===== config.mk =====
export PLATFORM = sky130hd
export DESIGN_NAME = modexp_arbiter_flat
export DESIGN_NICKNAME = d
export VERILOG_FILES = /design/src/rtl/modexp_arbiter_if.sv /design/src/rtl/modexp_arbiter.sv /design/src/flat_wrapper.sv
export SDC_FILE = /design/constraint.sdc
export NUM_CORES = 1
export LEC_CHECK = 0
export CORE_AREA = 8 8 163 165
export DETAILED_ROUTE_END_ITERATION = 16
export DIE_AREA = 0 0 171 173
export HOLD_SLACK_MARGIN = 0.15
export PLACE_DENSITY = 0.68
export SYNTH_ARGS = -nofsm -noshare
export SYNTH_HDL_FRONTEND = slang
export SYNTH_SLANG_ARGS = --single-unit

===== constraint.sdc =====
create_clock -name i_clk -period 3 [get_ports i_clk]
set_input_delay 0.9 -clock i_clk [delete_from_list [all_inputs] [get_ports i_clk]]
set_output_delay 0.9 -clock i_clk [all_outputs]
set_load 0.01 [all_outputs]

===== src/rtl/modexp_arbiter_if.sv =====
// Purpose     : request/response channels of the two RSA requesters plus the engine operand/result bus.
// Latency     : none (wires only).
// Backpressure: valid/ready on both request and response channels; engine held by modexp_ready level.
`timescale 1ns/1ps
interface modexp_arbiter_if #(
    parameter int WIDTH = 32
);
    logic             req0_valid;
    logic             req0_ready;
    logic [WIDTH-1:0] req0_msg;
    logic [WIDTH-1:0] req0_exp;
    logic [WIDTH-1:0] req0_mod;
    logic             resp0_valid;
    logic             resp0_ready;
    logic [WIDTH-1:0] resp0_result;
    logic             resp0_err;

    logic             req1_valid;
    logic             req1_ready;
    logic [WIDTH-1:0] req1_msg;
    logic [WIDTH-1:0] req1_exp;
    logic [WIDTH-1:0] req1_mod;
    logic             resp1_valid;
    logic             resp1_ready;
    logic [WIDTH-1:0] resp1_result;
    logic             resp1_err;

    logic [WIDTH-1:0] base;
    logic [WIDTH-1:0] e;
    logic [WIDTH-1:0] power;
    logic [WIDTH-1:0] denominator;
    logic             modexp_ready;
    logic [WIDTH-1:0] result;
    logic             modexp_done;

    // Arbiter side.
    modport slave (
        input  req0_valid, req0_msg, req0_exp, req0_mod, resp0_ready,
        output req0_ready, resp0_valid, resp0_result, resp0_err,
        input  req1_valid, req1_msg, req1_exp, req1_mod, resp1_ready,
        output req1_ready, resp1_valid, resp1_result, resp1_err,
        output base, e, power, denominator, modexp_ready,
        input  result, modexp_done
    );

    // Environment side: requesters and engine.
    modport master (
        output req0_valid, req0_msg, req0_exp, req0_mod, resp0_ready,
        input  req0_ready, resp0_valid, resp0_result, resp0_err,
        output req1_valid, req1_msg, req1_exp, req1_mod, resp1_ready,
        input  req1_ready, resp1_valid, resp1_result, resp1_err,
        input  base, e, power, denominator, modexp_ready,
        output result, modexp_done
    );
endinterface


===== src/rtl/modexp_arbiter.sv =====
// Purpose     : round-robin arbiter sharing one modexp engine between encrypt (port 0) and decrypt (port 1).
// Latency     : engine latency + 1 cycle in + 1 cycle out; mod==0 jobs answer the cycle after accept.
// Backpressure: one job in flight; response held until respN_ready; losing requester waits with valid high.
// Option      : define MODEXP_TIMEOUT_EN to enable the RUN watchdog of TIMEOUT_CYCLES cycles.
`timescale 1ns/1ps
module modexp_arbiter #(
    parameter int WIDTH          = 32,
    parameter int TIMEOUT_CYCLES = 4096
) (
    input  logic              i_clk,
    input  logic              i_reset,
    modexp_arbiter_if.slave   bus,
    output logic              o_busy,
    output logic              o_grant_id
);
    typedef enum logic [1:0] {S_IDLE, S_RUN, S_RESP} state_t;

    state_t           r_state;
    logic             r_rr;          // 0: port 0 wins a tie, 1: port 1 wins a tie
    logic             r_grant;
    logic             r_busy;
    logic             r_modexp_ready;
    logic             r_resp0_valid;
    logic             r_resp1_valid;
    logic             r_resp_err;
    logic [WIDTH-1:0] r_base;
    logic [WIDTH-1:0] r_e;
    logic [WIDTH-1:0] r_power;
    logic [WIDTH-1:0] r_denom;
    logic [WIDTH-1:0] r_resp_result;

`ifdef MODEXP_TIMEOUT_EN
    localparam int CNT_W = $clog2(TIMEOUT_CYCLES + 1);
    logic [CNT_W-1:0] r_cnt;
`endif

    logic             w_can_grant;
    logic             w_win;
    logic             w_accept;
    logic             w_resp_hs;
    logic [WIDTH-1:0] w_msg;
    logic [WIDTH-1:0] w_exp;
    logic [WIDTH-1:0] w_mod;

    // Arbitration: a grant needs IDLE and a fully retired engine (done low).
    always_comb begin
        w_can_grant = (r_state == S_IDLE) && !bus.modexp_done && !i_reset;
        w_win       = (bus.req0_valid && bus.req1_valid) ? r_rr : bus.req1_valid;
        w_accept    = w_can_grant && (bus.req0_valid || bus.req1_valid);
        w_msg       = w_win ? bus.req1_msg : bus.req0_msg;
        w_exp       = w_win ? bus.req1_exp : bus.req0_exp;
        w_mod       = w_win ? bus.req1_mod : bus.req0_mod;
        w_resp_hs   = (r_resp0_valid && bus.resp0_ready) || (r_resp1_valid && bus.resp1_ready);
    end

    assign bus.req0_ready   = w_can_grant && bus.req0_valid && !w_win;
    assign bus.req1_ready   = w_can_grant && bus.req1_valid &&  w_win;
    assign bus.resp0_valid  = r_resp0_valid;
    assign bus.resp1_valid  = r_resp1_valid;
    assign bus.resp0_result = r_resp_result;
    assign bus.resp1_result = r_resp_result;
    assign bus.resp0_err    = r_resp_err;
    assign bus.resp1_err    = r_resp_err;
    assign bus.base         = r_base;
    assign bus.e            = r_e;
    assign bus.power        = r_power;
    assign bus.denominator  = r_denom;
    assign bus.modexp_ready = r_modexp_ready;
    assign o_busy           = r_busy;
    assign o_grant_id       = r_grant;

    // Job FSM: IDLE -> RUN -> RESP -> IDLE, or IDLE -> RESP for a zero modulus.
    always_ff @(posedge i_clk) begin
        if (i_reset) begin
            r_state        <= S_IDLE;
            r_rr           <= 1'b0;
            r_grant        <= 1'b0;
            r_busy         <= 1'b0;
            r_modexp_ready <= 1'b0;
            r_resp0_valid  <= 1'b0;
            r_resp1_valid  <= 1'b0;
            r_resp_err     <= 1'b0;
            r_base         <= '0;
            r_e            <= '0;
            r_power        <= '0;
            r_denom        <= '0;
            r_resp_result  <= '0;
`ifdef MODEXP_TIMEOUT_EN
            r_cnt          <= '0;
`endif
        end else begin
            case (r_state)
                S_IDLE: begin
                    if (w_accept) begin
                        r_grant <= w_win;
                        r_rr    <= ~w_win;
                        r_busy  <= 1'b1;
                        if (w_mod == '0) begin
                            r_resp_result <= '0;
                            r_resp_err    <= 1'b1;
                            r_resp0_valid <= ~w_win;
                            r_resp1_valid <= w_win;
                            r_state       <= S_RESP;
                        end else begin
                            r_e            <= w_exp;
                            r_power        <= w_msg;
                            r_denom        <= w_mod;
                            r_base         <= WIDTH'(1);
                            r_modexp_ready <= 1'b1;
                            r_state        <= S_RUN;
`ifdef MODEXP_TIMEOUT_EN
                            r_cnt          <= '0;
`endif
                        end
                    end
                end
                S_RUN: begin
                    if (bus.modexp_done) begin
                        r_resp_result  <= bus.result;
                        r_resp_err     <= 1'b0;
                        r_modexp_ready <= 1'b0;
                        r_base         <= '0;
                        r_resp0_valid  <= ~r_grant;
                        r_resp1_valid  <= r_grant;
                        r_state        <= S_RESP;
                    end
`ifdef MODEXP_TIMEOUT_EN
                    else if (r_cnt == CNT_W'(TIMEOUT_CYCLES - 1)) begin
                        r_resp_result  <= '0;
                        r_resp_err     <= 1'b1;
                        r_modexp_ready <= 1'b0;
                        r_base         <= '0;
                        r_resp0_valid  <= ~r_grant;
                        r_resp1_valid  <= r_grant;
                        r_state        <= S_RESP;
                    end else begin
                        r_cnt <= r_cnt + CNT_W'(1);
                    end
`endif
                end
                S_RESP: begin
                    if (w_resp_hs) begin
                        r_resp0_valid <= 1'b0;
                        r_resp1_valid <= 1'b0;
                        r_busy        <= 1'b0;
                        r_state       <= S_IDLE;
                    end
                end
                default: r_state <= S_IDLE;
            endcase
        end
    end
endmodule


===== src/flat_wrapper.sv =====
// flat-port wrapper written by rule: the top's interface ports become plain ports
module modexp_arbiter_flat 
#(
    parameter int WIDTH          = 32,
    parameter int TIMEOUT_CYCLES = 4096
)
  (i_clk, i_reset, o_busy, o_grant_id, bus_req0_valid, bus_req0_msg, bus_req0_exp, bus_req0_mod, bus_resp0_ready, bus_req0_ready, bus_resp0_valid, bus_resp0_result, bus_resp0_err, bus_req1_valid, bus_req1_msg, bus_req1_exp, bus_req1_mod, bus_resp1_ready, bus_req1_ready, bus_resp1_valid, bus_resp1_result, bus_resp1_err, bus_base, bus_e, bus_power, bus_denominator, bus_modexp_ready, bus_result, bus_modexp_done);
  modexp_arbiter_if #(.WIDTH(WIDTH)) bus_i ();
  input  logic i_clk;
  input  logic i_reset;
  output logic o_busy;
  output logic o_grant_id;
  input wire logic [$bits(bus_i.req0_valid)-1:0] bus_req0_valid;
  input wire logic [$bits(bus_i.req0_msg)-1:0] bus_req0_msg;
  input wire logic [$bits(bus_i.req0_exp)-1:0] bus_req0_exp;
  input wire logic [$bits(bus_i.req0_mod)-1:0] bus_req0_mod;
  input wire logic [$bits(bus_i.resp0_ready)-1:0] bus_resp0_ready;
  output wire logic [$bits(bus_i.req0_ready)-1:0] bus_req0_ready;
  output wire logic [$bits(bus_i.resp0_valid)-1:0] bus_resp0_valid;
  output wire logic [$bits(bus_i.resp0_result)-1:0] bus_resp0_result;
  output wire logic [$bits(bus_i.resp0_err)-1:0] bus_resp0_err;
  input wire logic [$bits(bus_i.req1_valid)-1:0] bus_req1_valid;
  input wire logic [$bits(bus_i.req1_msg)-1:0] bus_req1_msg;
  input wire logic [$bits(bus_i.req1_exp)-1:0] bus_req1_exp;
  input wire logic [$bits(bus_i.req1_mod)-1:0] bus_req1_mod;
  input wire logic [$bits(bus_i.resp1_ready)-1:0] bus_resp1_ready;
  output wire logic [$bits(bus_i.req1_ready)-1:0] bus_req1_ready;
  output wire logic [$bits(bus_i.resp1_valid)-1:0] bus_resp1_valid;
  output wire logic [$bits(bus_i.resp1_result)-1:0] bus_resp1_result;
  output wire logic [$bits(bus_i.resp1_err)-1:0] bus_resp1_err;
  output wire logic [$bits(bus_i.base)-1:0] bus_base;
  output wire logic [$bits(bus_i.e)-1:0] bus_e;
  output wire logic [$bits(bus_i.power)-1:0] bus_power;
  output wire logic [$bits(bus_i.denominator)-1:0] bus_denominator;
  output wire logic [$bits(bus_i.modexp_ready)-1:0] bus_modexp_ready;
  input wire logic [$bits(bus_i.result)-1:0] bus_result;
  input wire logic [$bits(bus_i.modexp_done)-1:0] bus_modexp_done;
  assign bus_i.req0_valid = bus_req0_valid;
  assign bus_i.req0_msg = bus_req0_msg;
  assign bus_i.req0_exp = bus_req0_exp;
  assign bus_i.req0_mod = bus_req0_mod;
  assign bus_i.resp0_ready = bus_resp0_ready;
  assign bus_req0_ready = bus_i.req0_ready;
  assign bus_resp0_valid = bus_i.resp0_valid;
  assign bus_resp0_result = bus_i.resp0_result;
  assign bus_resp0_err = bus_i.resp0_err;
  assign bus_i.req1_valid = bus_req1_valid;
  assign bus_i.req1_msg = bus_req1_msg;
  assign bus_i.req1_exp = bus_req1_exp;
  assign bus_i.req1_mod = bus_req1_mod;
  assign bus_i.resp1_ready = bus_resp1_ready;
  assign bus_req1_ready = bus_i.req1_ready;
  assign bus_resp1_valid = bus_i.resp1_valid;
  assign bus_resp1_result = bus_i.resp1_result;
  assign bus_resp1_err = bus_i.resp1_err;
  assign bus_base = bus_i.base;
  assign bus_e = bus_i.e;
  assign bus_power = bus_i.power;
  assign bus_denominator = bus_i.denominator;
  assign bus_modexp_ready = bus_i.modexp_ready;
  assign bus_i.result = bus_result;
  assign bus_i.modexp_done = bus_modexp_done;
  modexp_arbiter #(.WIDTH(WIDTH), .TIMEOUT_CYCLES(TIMEOUT_CYCLES)) u_core (.i_clk(i_clk), .i_reset(i_reset), .bus(bus_i), .o_busy(o_busy), .o_grant_id(o_grant_id));
endmodule

# After elaboration in Yosys (flattened, before gate mapping)

Cells that the tools add are included.

Equal/unequal tests: 7
Muxes and demuxes: 35
Bitwise gates (word level): 3
Reductions and logical operators: 27

Operators with widths:

| kind                 | count |
|---|---|
| $mux W32             | 9 |
| $pmux W32 S2         | 2 |
| $logic_not A32 Y1    | 1 |
| $mux W1              | 14 |
| $logic_and A1 B1 Y1  | 10 |
| $reduce_and A3 Y1    | 3 |
| $mux W2              | 4 |
| $reduce_and A4 Y1    | 2 |
| $ne A2 B2 Y1 const B | 3 |
| $pmux W1 S2          | 3 |
| $pmux W1 S3          | 2 |
| $pmux W2 S3          | 1 |
| $reduce_and A5 Y1    | 1 |
| $ne A2 B1 Y1 const B | 2 |
| $reduce_bool A2 Y1   | 2 |
| $logic_not A1 Y1     | 3 |
| $not A1 Y1           | 3 |
| $reduce_bool A3 Y1   | 1 |
| $eq A2 B1 Y1 const B | 1 |
| $eq A2 B2 Y1 const B | 1 |
| $logic_not A2 Y1     | 1 |
| $logic_or A1 B1 Y1   | 2 |
| $reduce_and A2 Y1    | 1 |

Register bits: 169
Bits of input ports: 231
Output and inout bits: 201

# Logic depth before layout (Yosys ltp)

Gate-level depths: netlist of run 1.

Depth in word-level cells: 7
Depth in mapped cells: 11
Depth with buffers taken out: 8

# Worst setup path before layout of run 1

OpenSTA, ideal clock, no wires.

Path type: input port to output port
Start point: in bus_req0_valid
End point: out bus_req0_ready
Arrival: 1.811 ns
Setup slack: 0.289 ns
Stages on the path: 5
Cell sequence: nand2b_1 > and2_1 > buf_4 > clkbuf_1 > nor3b_1

Longest elaborated chain between the ends: 4
Elaborated cells on any way between the ends: 5
Classes of those cells: mux: 1; reduce/logical: 4

RTL lines:

| element               | line                 | text |
|---|---|---|
| start: declaration    | flat_wrapper.sv:13   | `input wire logic [$bits(bus_i.req0_valid)-1:0] bus_req0_valid;` |
| $logic_and A1 B1 Y1   | modexp_arbiter.sv:48 | `w_win = (bus.req0_valid && bus.req1_valid) ? r_rr : bus.req1_valid;` |
| $mux W1               | modexp_arbiter.sv:48 |  |
| $logic_not A1 Y1      | modexp_arbiter.sv:56 | `assign bus.req0_ready = w_can_grant && bus.req0_valid && !w_win;` |
| $logic_and A1 B1 Y1 * | modexp_arbiter.sv:56 |  |
| end: declaration      | flat_wrapper.sv:18   | `output wire logic [$bits(bus_i.req0_ready)-1:0] bus_req0_ready;` |

Every way passes the cells marked *; elsewhere a longest branch is shown, timed or not.

# Worst setup path in the final report of run 1

Ends and elaborated chain as after synthesis.

==> results of run 1 <==
[metal layers]
| layer | wire (um) | track usage [%] |
|---|---|---|
| met5 | 18 | 0 |
| met4 | 940 | 7.97 |
| met3 | 3050 | 7.33 |
| met2 | 15200 | 34.0 |
| met1 | 12400 | 23.3 |
[path summary, 6_finish.rpt]
check / start / endpoint / slack [ns]
setup reg to reg: u_core.r_state[0]$_SDFFE_PP0P_ / u_core.bus.e[22]$_SDFFE_PP0P_ / 0.77
hold / removal: u_core.bus.resp0_result[18]$_SDFFE_PP0P_ / u_core.bus.resp0_result[18]$_SDFFE_PP0P_ / 0.48
setup / recovery: bus_req0_valid / bus_req0_ready / 0.12
hold reg to reg: u_core.bus.resp0_result[18]$_SDFFE_PP0P_ / u_core.bus.resp0_result[18]$_SDFFE_PP0P_ / 0.48
[state kept, by name (all words and copies together) (netlist names)]
signal	flops
u_core.bus.resp0_result	32
u_core.bus.power	32
u_core.o_grant_id	1
u_core.bus.resp1_valid	1
u_core.bus.resp0_err	1
u_core.bus.denominator	32
u_core.r_state	2
u_core.bus.resp0_valid	1
u_core.bus.base	1
u_core.o_busy	1
u_core.bus.e	32
u_core.r_rr	1
[synthesized netlist by cell type (3+ instances only)]
cell type  count  area share, %
buf_6          5           0.80
buf_4         68            7.2
ha_1           3           0.53
inv_1          6           0.32
dfxtp_1      137             39
o2111ai_1     32            4.0
nor4_1        14            1.2
buf_2         15            1.1
nand3_1       35            2.5
a311oi_1      57            7.1
clkbuf_1      63            3.3
a311oi_2      40            8.5
o211ai_1       3           0.32
a211oi_1       4           0.43
nand2_1      200             11
a21oi_1      135            9.6
nor2_1        10           0.53
[power groups by stage]
stage	sequential, mW	combinational [mW]	clock (mW)
2_1_floorplan	2.40	1.09	0
6_report	2.27	2.49	2.41
5_1_grt	2.31	2.70	2.53
4_1_cts	2.27	2.51	2.46
3_5_place_dp	2.31	2.49	0
3_3_place_gp	2.30	2.48	0
[cells by family (layout without fill, tap and decap cells)]
kind of cell    after synthesis  count (layout)  share of synthesized area [%]
other cells                   1              31                         0.0531
fa+ha+maj                     3               3                          0.532
mux                           2               2                          0.337
compound gates              280             280                           30.8
buf+inv                     160             501                           12.9
simple gates                274             274                           16.5
flops                       137             137                           38.8
[critical path: stages]
cell and delay, ns:
clkdlybuf4s50_1 0.49, nand2b_1 0.08, and2_4 0.17, nor3b_1 0.18
buf_2 0.16
[stage by stage]
stage | TNS, ns | cells
3_5_place_dp | -49.82 | 1522
5_1_grt | 0 | 1552
6_report | 0 | 1552
3_3_place_gp | -49.00 | 1522
4_1_cts | 0 | 1552
2_1_floorplan | 0 | 887
[timing repair]
item                                   4_1_cts  5_1_grt
setup buffers                                1        0
pin swaps                                    1        0
endpoints found under the hold margin        0        0
setup endpoints to repair                   47       44
gates resized for setup                     10        4
[layout by cell type (no fill, tap or decap), types with 31 or more instances in the layout]
cell	n
conb_1	31
a311oi_2	41
a21oi_1	135
o2111ai_1	32
dfxtp_1	137
a311oi_1	56
nand2_1	199
buf_4	52
nand3_1	35
clkdlybuf4s50_1	396
[layout make-up]
class                   instances  share of cell area, %
inverters                       6                  0.187
well taps                     324                   3.36
flip-flops and latches        137                   22.8
multi-input cells             590                   29.5
clock buffers                  17                   3.53
repair buffers                466                   38.8
clock inverters                12                   1.87
==> results_dict.tcl, run 1 <==
set metrics [dict create \
    clockBufferDepth 2 \
    arrival_ns 1.98 \
    grt_max_degree 71 \
    io_pins 432 \
    hold_viol_final 0 \
    comb_power_share_pct 34.7 \
    cts_buffers 17 \
    insertedDiodeCount 0 \
    core-area_mm2 0.0240 \
    slew_viol_final 0 \
    rows 57 \
    die_w_um 171 \
    reg2reg_depth 9 \
    path_clk_slew_ns 0.06 \
    tritoncts "built" \
    seqCellArea_mm2 0.00274 \
    multi_input_area_mm2 0.00356 \
    synth-seq-area-share_pct 38.8 \
    hold_ws_ns 0.478 \
    wire_per_inst_um 20.3 \
    synth_cell_types 40 \
    cts_root_buffer "clkbuf_16" \
    p_clk_share_pct 33.6 \
    drcViolationCount 0 \
    overflow 0 \
    fillers 2303 \
    vias 7862 \
    wl_um 31600 \
    portBuffers 400 \
    fin_skew_ns 0.0116 \
    ys_ff_latch 137 \
    clk_latency_ns 0.42 \
    max_cap_viol_count 0 \
    post-route-period-util_pct 96.1 \
    max_slew_margin_pct 45.1 \
    p_per_area_mw_per_mm2 595 \
    cts_hold_buffers 0 \
    p_seq_share_pct 31.7 \
    setup_ws_ns 0.118 \
    synth_edf_count 0 \
    critPathCaptureType "output pin" \
    setup_viol 0 \
    dp_hpwl_um 23500 \
    async_flop_share_pct 0 \
    syn_inst 857 \
    crit_fanout 2 \
    stdcell_area_mm2 0.0121 \
    internal_power_mw 4.90 \
    fin_crit_ns 2.88 \
    antenna_found_initial 1 \
    nets 1452 \
    p_leak_nw 4.24 \
    syn-mean-instance-area_um2 8.24 \
    initial_utilization_pct 29.5 \
    first_pass_iters 5 \
    rsz0062_at_grt "false" \
    status "finished clean" \
    gp_congestion 0.831 \
    peakVddDrop_v 0.000293 \
    cp-start-kind "primary input" \
    post-route-util_pct 50.3 \
    clkSinkCount 137 \
    die_h_um 173 \
    tightest_slew_ns 0.823 \
    min_path_cells 2 \
    syn2layout_area_growth_pct 70.7 \
    min_path_type "flip-flop to flip-flop" \
    initialDrtViolationCount 584 \
    path_class "primary input to output pin" \
    antenna_left 0 \
    ys_warn_count 0 \
    grt_pass1_vias 8048 \
    dieArea_mm2 0.0296 \
    total_power_mw 7.17 \
    syn_area_mm2 0.00706 \
    p_sw_share_pct 31.7 \
    placed_area_mm2 0.0114 \
    grt_pass1_wl_um 47700 \
    switchingPower_mw 2.27 \
    fmax_ghz 0.347 \
    required_ns 2.10 \
    synth_ff_type "dfxtp_1" \
    groute.usage.overall_pct 20.4 \
    dpl_worst_slack_ns -0.452 \
    drive_gt1_share_pct 12.2 \
    cts.htree.levels 4 \
    vias_per_cell 5.07 \
]
Note: power is estimated with default switching activity, not from simulation.
==> run 2, diff against run 1 <==
--- a/config.mk
+++ b/config.mk
@@ -5,11 +5,11 @@
 export SDC_FILE = /design/constraint.sdc
 export NUM_CORES = 1
 export LEC_CHECK = 0
-export CORE_AREA = 8 8 163 165
+export CORE_AREA = 2 2 166 168
 export DETAILED_ROUTE_END_ITERATION = 16
-export DIE_AREA = 0 0 171 173
+export DIE_AREA = 0 0 168 170
 export HOLD_SLACK_MARGIN = 0.15
-export PLACE_DENSITY = 0.68
+export PLACE_DENSITY = 0.63
 export SYNTH_ARGS = -nofsm -noshare
 export SYNTH_HDL_FRONTEND = slang
 export SYNTH_SLANG_ARGS = --single-unit
==> run 2 against run 1 <==
Clock skew down 0.0015 ns; critical path depth unchanged; first-iteration DRC count down 15%; maximum frequency up 1.2%; core utilization down 5.6 points; via count up 0.27%; global-route usage down 0.64 points; combinational power about the same; total power down 5.9%; routed wire length down 6.9%; sequential share of layout area up 0.27 points; sequential power about the same; largest cell class unchanged.
==> results_dict.tcl, run 2 (same netlist as run 1, synthesis figures left out) <==
set metrics [dict create \
    grt_max_degree 67 \
    cts_buffers 17 \
    path_class "primary input to output pin" \
    min_path_type "flip-flop to flip-flop" \
    hold_ws_ns 0.474 \
    portBuffers 400 \
    layout_common_cells "clkdlybuf4s50_1 (395), nand2_1 (199), dfxtp_1 (137)" \
    max_slew_margin_pct 31.3 \
    groute.usage.overall_pct 19.7 \
    routed.top_layer "met4" \
    syn2layout_area_growth_pct 68.7 \
    max_cap_viol_count 0 \
    crit_fanout 3 \
    p_per_area_mw_per_mm2 566 \
    required_ns 2.10 \
    critPathCaptureType "output pin" \
    first_pass_iters 4 \
    die_h_um 170 \
    cp-endpoint "bus_req1_ready" \
    cts_root_buffer "clkbuf_16" \
    route.met3.wl_um 2210 \
    io_pins 432 \
    clkSinkCount 137 \
    layout.cells.non_filler 1569 \
    vias_per_cell 5.02 \
    fin_skew_ns 0.0101 \
    antenna_left 0 \
    fillers 2635 \
    r2r-end "u_core.bus.e[0]$_SDFFE_PP0P_" \
    met1Wirelength_um 12100 \
    arrival_ns 1.95 \
    rows 60 \
    timing.rr.start "u_core.r_state[1]$_SDFFE_PP0P_" \
    nets 1447 \
    vias 7883 \
    initial_utilization_pct 26.5 \
    post-route-period-util_pct 94.9 \
    tritoncts "built" \
    setup_viol 0 \
    die_w_um 168 \
    wl_met2_um 14700 \
    cts.htree.levels 4 \
    dp_cells 1535 \
    clockBufferDepth 2 \
    fmax_ghz 0.351 \
    antenna_found_initial 3 \
    drcViolationCount 0 \
    crit_start "bus_modexp_done" \
    path_clk_slew_ns 0.06 \
    p_leak_nw 4.14 \
    overflow 0 \
    status "finished clean" \
    final_common_cell "clkdlybuf4s50_1" \
    cp-start-kind "primary input" \
    total_power_mw 6.74 \
    core-area_mm2 0.0267 \
    wire_per_inst_um 18.7 \
    reg2reg_depth 8 \
    reg2reg_slack_ns 0.69 \
    post-route-util_pct 44.7 \
    grt_pass1_wl_um 44400 \
    tightest_slew_ns 1.03 \
    wl_um 29400 \
    drive_gt1_share_pct 11.9 \
    grt_pass1_vias 7515 \
    gp_congestion 0.818 \
    clk_latency_ns 0.41 \
    peakVddDrop_v 0.000319 \
    initialDrtViolationCount 496 \
    cts_hold_buffers 0 \
    slew_viol_final 0 \
    hold_viol_final 0 \
    fin_crit_ns 2.85 \
    dp_hpwl_um 21200 \
    dieArea_mm2 0.0286 \
]
## run 2: report_power, final
group | switching [mW] | internal, mW
clock | 0.879 | 1.15
sequential | 0.167 | 2.10
combinational | 1.22 | 1.23
total | 2.27 | 4.48
## run 2: through the flow
step	setup WS, ns	TNS, ns	area [um^2]
floorplan	0.289	0	7170
global placement	-0.603	-48.89	11300
detailed placement	-0.534	-47.85	11300
CTS	0.0226	0	11900
global route	-0.0392	-0.124	11900
finish	0.152	0	11900
## run 2: final cells by class
class,instances,area [um^2],area share (%)
Timing Repair Buffer,461,4610,38.7
Multi-Input combinational cell,590,3560,29.9
Sequential cell,137,2740,23.0
Clock buffer,18,429,3.60
Tap cell,341,427,3.58
Clock inverter,13,121,1.02
Inverter,6,22.5,0.189
Antenna cell,3,7.51,0.0630
## run 2: per-layer routing
| layer | vias to the layer above | GRT usage (%) |
|---|---|---|
| li1 | 3763 | - |
| met1 | 3758 | 24.0 |
| met2 | 342 | 34.4 |
| met3 | 20 | 5.58 |
| met4 | 0 | 4.76 |
| met5 | - | 0 |
## run 2: worst min-delay path by stage
stage	slack, ns	cells past startpoint	end	startpoint
2_1_floorplan	0.44	1	u_core.r_rr$_SDFFE_PP0P_	u_core.r_rr$_SDFFE_PP0P_
3_3_place_gp	0.46	1	u_core.r_rr$_SDFFE_PP0P_	u_core.r_rr$_SDFFE_PP0P_
3_5_place_dp	0.46	1	u_core.r_rr$_SDFFE_PP0P_	u_core.r_rr$_SDFFE_PP0P_
4_1_cts	0.47	1	u_core.r_rr$_SDFFE_PP0P_	u_core.r_rr$_SDFFE_PP0P_
5_1_grt	0.51	2	u_core.bus.resp0_result[31]$_SDFFE_PP0P_	u_core.bus.resp0_result[31]$_SDFFE_PP0P_
6_report	0.47	1	u_core.r_rr$_SDFFE_PP0P_	u_core.r_rr$_SDFFE_PP0P_
## run 2: critical path, stage by stage
cell and delay, ns:
dlygate4sd2_1 0.25, or3_4 0.38, buf_4 0.18, nor2_2 0.10, buf_2 0.14
## run 2: timing repair
action | CTS | global route
pin swaps | 1 | 1
endpoints found under the setup margin | 2 | 61
buffers inserted | 0 | 0
gates resized for setup | 13 | 2
